### src/rtl/mux_sel_arbiter.sv
// mux_sel_arbiter
//
// Round-robin arbiter for three requesters that share one 2-bit symbol mux.
// A winner keeps the mux for a burst of up to BURST_LEN cycles, or less if it
// drops its request. After each burst the bus stays idle for GAP_CYCLES cycles,
// then arbitration runs again. Every output is registered, so there is no
// combinational path from req to any output.
//
// Parameters
//   BURST_LEN  (1..15) maximum granted cycles per burst
//   GAP_CYCLES (0..3)  idle cycles inserted after every burst
//
// Ports
//   clk       in   single clock, all state on the rising edge
//   rst       in   synchronous active-high reset
//   req[2:0]  in   level request per requester
//   lock[2:0] in   burst-extend hold per requester (MUX_SEL_ARBITER_LOCK_EN only)
//   sB, sA    out  mux select {sB,sA}: 00/01/10 = requester 0/1/2, 11 = idle
//   grant     out  one-hot grant, 000 when idle
//   tx_active out  high whenever grant is non-zero
//
// Build option
//   MUX_SEL_ARBITER_LOCK_EN: adds the lock input. While the granted requester
//   holds both req and lock, the BURST_LEN limit is ignored and the counter
//   saturates at 15. The burst then ends when req drops, or when lock drops
//   once the count has reached BURST_LEN.
//
// Handshake: req is a level, not a pulse. A request is served once it has been
// sampled high at a rising edge. The grant appears on the next cycle and stays
// while req remains high, up to the burst limit.

module mux_sel_arbiter #(
    parameter int BURST_LEN  = 4,
    parameter int GAP_CYCLES = 1
) (
    input  logic       clk,
    input  logic       rst,
    input  logic [2:0] req,
`ifdef MUX_SEL_ARBITER_LOCK_EN
    input  logic [2:0] lock,
`endif
    output logic       sB,
    output logic       sA,
    output logic [2:0] grant,
    output logic       tx_active
);

    localparam logic [3:0] BURST_MAX = 4'(BURST_LEN);
    localparam logic [1:0] GAP_LAST  = (GAP_CYCLES > 0) ? 2'(GAP_CYCLES - 1) : 2'd0;

    typedef enum logic [1:0] {
        IDLE  = 2'd0,
        BURST = 2'd1,
        GAP   = 2'd2
    } state_t;

    state_t     state, state_nx;
    logic [3:0] count, count_nx;
    logic [1:0] last, last_nx;       // index of the most recently granted requester
    logic [1:0] gap_cnt, gap_cnt_nx;
    logic [2:0] grant_nx;

    // Round-robin pick: the search starts just after the last winner, so the
    // last winner always ranks lowest.
    logic [1:0] p0, p1, p2;
    logic [1:0] pick_idx;
    logic       pick_hit;

    always_comb begin
        case (last)
            2'd0:    begin p0 = 2'd1; p1 = 2'd2; p2 = 2'd0; end
            2'd1:    begin p0 = 2'd2; p1 = 2'd0; p2 = 2'd1; end
            default: begin p0 = 2'd0; p1 = 2'd1; p2 = 2'd2; end
        endcase
        pick_hit = |req;
        if (req[p0])      pick_idx = p0;
        else if (req[p1]) pick_idx = p1;
        else              pick_idx = p2;
    end

    // Index of the current owner, recovered from the one-hot grant register.
    logic [1:0] owner;
    logic       owner_held;
    logic       burst_done;

    always_comb begin
        if (grant[1])      owner = 2'd1;
        else if (grant[2]) owner = 2'd2;
        else               owner = 2'd0;
`ifdef MUX_SEL_ARBITER_LOCK_EN
        owner_held = lock[owner];
`else
        owner_held = 1'b0;
`endif
        burst_done = !req[owner] || ((count >= BURST_MAX) && !owner_held);
    end

    // Next-state logic.
    logic do_arb;

    always_comb begin
        state_nx   = state;
        count_nx   = count;
        last_nx    = last;
        gap_cnt_nx = gap_cnt;
        grant_nx   = grant;
        do_arb     = 1'b0;

        case (state)
            IDLE: do_arb = 1'b1;
            BURST: begin
                if (burst_done) begin
                    if (GAP_CYCLES > 0) begin
                        state_nx   = GAP;
                        grant_nx   = 3'b000;
                        count_nx   = 4'd0;
                        gap_cnt_nx = 2'd0;
                    end else begin
                        // Back-to-back: re-arbitrate on the same edge.
                        do_arb = 1'b1;
                    end
                end else if (count != 4'd15) begin
                    count_nx = count + 4'd1;
                end
            end
            GAP: begin
                if (gap_cnt == GAP_LAST) do_arb = 1'b1;
                else                     gap_cnt_nx = gap_cnt + 2'd1;
            end
            default: begin
                state_nx = IDLE;
                grant_nx = 3'b000;
                count_nx = 4'd0;
            end
        endcase

        if (do_arb) begin
            gap_cnt_nx = 2'd0;
            if (pick_hit) begin
                state_nx = BURST;
                grant_nx = 3'b001 << pick_idx;
                count_nx = 4'd1;
                last_nx  = pick_idx;
            end else begin
                state_nx = IDLE;
                grant_nx = 3'b000;
                count_nx = 4'd0;
            end
        end
    end

    // The mux select comes from the next grant, so it is registered together
    // with it.
    logic [1:0] sel_nx;

    always_comb begin
        case (grant_nx)
            3'b001:  sel_nx = 2'b00;
            3'b010:  sel_nx = 2'b01;
            3'b100:  sel_nx = 2'b10;
            default: sel_nx = 2'b11;
        endcase
    end

    always_ff @(posedge clk) begin
        if (rst) begin
            state     <= IDLE;
            count     <= 4'd0;
            last      <= 2'd2;
            gap_cnt   <= 2'd0;
            grant     <= 3'b000;
            sB        <= 1'b1;
            sA        <= 1'b1;
            tx_active <= 1'b0;
        end else begin
            state     <= state_nx;
            count     <= count_nx;
            last      <= last_nx;
            gap_cnt   <= gap_cnt_nx;
            grant     <= grant_nx;
            sB        <= sel_nx[1];
            sA        <= sel_nx[0];
            tx_active <= |grant_nx;
        end
    end

endmodule

### config.mk
export PLATFORM = sky130hd
export DESIGN_NAME = mux_sel_arbiter
export DESIGN_NICKNAME = d
export VERILOG_FILES = /design/src/rtl/mux_sel_arbiter.sv
export SDC_FILE = /design/constraint.sdc
export NUM_CORES = 1
export LEC_CHECK = 0
export ABC_AREA = 1
export CAP_MARGIN = 20
export CORE_ASPECT_RATIO = 1.25
export CORE_MARGIN = 2
export CORE_UTILIZATION = 52
export CTS_CLUSTER_DIAMETER = 60
export CTS_CLUSTER_SIZE = 25
export DETAILED_ROUTE_END_ITERATION = 12
export PLACE_DENSITY = 0.76
export REMOVE_ABC_BUFFERS = 1
export SYNTH_ARGS = -nofsm -noshare
export SYNTH_HDL_FRONTEND = slang
export SYNTH_SLANG_ARGS = --single-unit
export TNS_END_PERCENT = 30
### constraint.sdc
create_clock -name clk -period 2 [get_ports clk]
set_input_delay 0.2 -clock clk [delete_from_list [all_inputs] [get_ports clk]]
set_output_delay 0.2 -clock clk [all_outputs]
set_load 0.03 [all_outputs]
==> flow_metrics.py <==
metrics = {
    "outcome": {
        "status": "completed",
    },
    "global_route": {
        "antenna_found_initial": 0,
        "grt_overflow": 0,
        "grt.total_usage_pct": 20.3,
        "grt_pass1_vias": 683,
        "grt_max_degree": 10,
        "grt_pass1_wl_mm": 2.78,
    },
    "clock_tree": {
        "cts_inserted_buffers": 3,
        "cts_setup_buffers": 0,
        "clkTransAtPathRegs_ns": 0.10,
        "insertion_delay_ns": 0.29,
        "h-tree-depth": 1,
        "clk_path_buf_depth": 2,
        "clock-sinks": 16,
        "cts_tree": "yes",
        "hold_buffers": 0,
        "cts.repair.resized": 0,
        "cts-root-buf": "clkbuf_4",
    },
    "synthesis": {
        "yosysSeqAreaShare_pct": 37.3,
        "synth_top_area_cell": "dfxtp_1",
        "synth_area_um2": 860,
        "synth.area.top_cells": "dfxtp_1 (37%), nand2_1 (13%), inv_1 (7.0%)",
        "ys_types": 22,
        "syn-instance-count": 120,
        "syn_avg_cell_area_um2": 7.16,
        "ys_warn_count": 0,
        "synth_seq_cells": 16,
        "synth_top_cell_area_share_pct": 37.3,
    },
    "worst_setup_path": {
        "cp_cell_sequence": "clkdlybuf4s50_1",
        "path_buf_inv": 1,
        "worst_setup_path_end_kind": "output port",
        "reg2reg_slack_ns": 0.48,
        "path_class": "reg -> out",
        "cpPeakStageDelay_ns": 0.68,
        "critPathMaxFanout": 3,
        "worst_setup_path_start_kind": "flop",
        "crit_path_top_delay_cell": "clkdlybuf4s50_1",
        "crit_required_ns": 1.80,
        "path_delay_family": "buffers and inverters",
        "cp.arrival_ns": 1.35,
    },
    "cells_and_area": {
        "final_common_cell": "nand2_1",
        "diodes": 0,
        "fillers": 135,
        "drive_gt1_share_pct": 20.3,
        "final_cell_mix": "nand2_1 (29), inv_1 (16), dfxtp_1 (16)",
        "nets": 141,
        "final_util_pct": 64.6,
        "syn_to_final_growth_pct": 17.3,
    },
    "die": {
        "num_rows": 16,
        "die_y_um": 49.5,
        "chipWidth_um": 40.4,
        "dieArea_mm2": 0.00200,
        "core_mm2": 0.00156,
        "initial_core_util_pct": 55.0,
        "ioPinCount": 11,
    },
    "worst_hold_path": {
        "hold_class": "reg -> reg",
    },
    "drt": {
        "wl_mm": 1.62,
        "wl_per_cell_um": 10.7,
        "vias": 751,
        "drtAntennaViolNets": 0,
        "drtPass1Iterations": 4,
        "first_iter_violations": 10,
        "via_per_inst": 4.97,
        "drc": 0,
    },
    "placed_design": {
        "place_congestion": 0.767,
        "place_ws_ns": 0.321,
        "dp_hpwl_mm": 1.27,
        "port_buffers": 10,
    },
    "pwr": {
        "p_per_area_mw_per_mm2": 918,
        "peakVddDrop_uv": 659,
        "power.leakage_nw": 0.497,
        "seq_power_share_pct": 41.6,
        "internal_power_mw": 0.590,
        "p_comb_share_pct": 34.9,
        "switching_share_pct": 36.3,
        "clockPowerShare_pct": 23.5,
        "power_switching_mw": 0.336,
    },
    "sta": {
        "timing.fmax_ghz": 0.645,
        "fin_ws_ns": 0.450,
        "relSlewSlack_pct": 78.5,
        "finalHoldViolations": 0,
        "drv_slew": 0,
        "setup_viol": 0,
        "setup_tns_ns": 0,
        "tightest_slew_ns": 0.321,
        "clock_skew_ns": 0.00362,
        "rsz0062_at_grt": "false",
        "fin_crit_ns": 1.55,
        "final.period_utilization_pct": 77.5,
    },
    "run": {
        "maxCapViolations": 0,
    },
}
## metrics by stage
step	instance area [um2]	hold WS [ns]	total power, mW	cells
after floorplan	850	0.269	0.623	119
after global placement	972	0.424	0.708	147
after detailed placement	972	0.430	0.717	147
after CTS	1010	0.446	0.931	151
after global routing	1010	0.462	0.981	151
final	1010	0.445	0.926	151
## cell families after synthesis
family | Yosys count | synth area share (%)
AO/OA/AOI/OAI | 16 | 12.8
adder cells (fa/ha/maj) | 2 | 2.91
buffers and inverters | 24 | 11.2
flip-flops | 16 | 37.3
AND/OR/NAND/NOR | 62 | 35.8
## final timing paths
check	startpoint	to	cells past startpoint
worst min register to register	count[3]	count[3]	2
worst max register to register	gap_cnt[0]	sA	10
worst max-delay path	grant[2]	grant[2]	1
worst min-delay path	count[3]	count[3]	2
## sequential cells by signal, summed over array words and instances, names as in the netlist
name,flops
grant,3
sB,1
gap_cnt,2
tx_active,1
state,2
sA,1
last,2
count,4
## cells in the mapped netlist (all sizes together)
cell	count
o21a	1
o21ai	4
nand3	8
a21oi	8
nand3b	1
nor2	18
nor3	1
clkdlybuf4s18	1
ha	2
nand2	34
inv	23
dfxtp	16
o211ai	3
## area by class of cell
type	count	area (um2)	share of cell area (%)
Multi-Input combinational cell	80	443	43.9
Inverter	23	86.3	8.56
Tap cell	18	22.5	2.23
Timing Repair Buffer	10	100	9.93
Clock buffer	4	36.3	3.60
Sequential cell	16	320	31.8
## per-layer routing
| layer | GRT usage, % | share of wire [%] |
|---|---|---|
| met1 | 25.1 | 47 |
| met2 | 31.0 | 47 |
| met3 | 4.05 | 2.8 |
| met4 | 11.7 | 2.8 |
| met5 | 0 | 0 |
## worst reg2reg max path: cells and delay by family (launching register included)
kind	cells	cell delay, ns
and+or+nand+nor	6	0.48
buffers and inverters	2	0.15
adders and majority gates	1	0.22
AOI/OAI and AO/OA	1	0.23
DFF	1	0.34
## power groups by stage
stage / clock, mW / combinational, mW / sequential, mW
2_1_floorplan: 0 / 0.190 / 0.433
3_3_place_gp: 0 / 0.316 / 0.392
3_5_place_dp: 0 / 0.324 / 0.393
4_1_cts: 0.219 / 0.326 / 0.386
5_1_grt: 0.235 / 0.356 / 0.390
6_report: 0.218 / 0.323 / 0.385
Note: power is estimated with default switching activity, not from simulation.
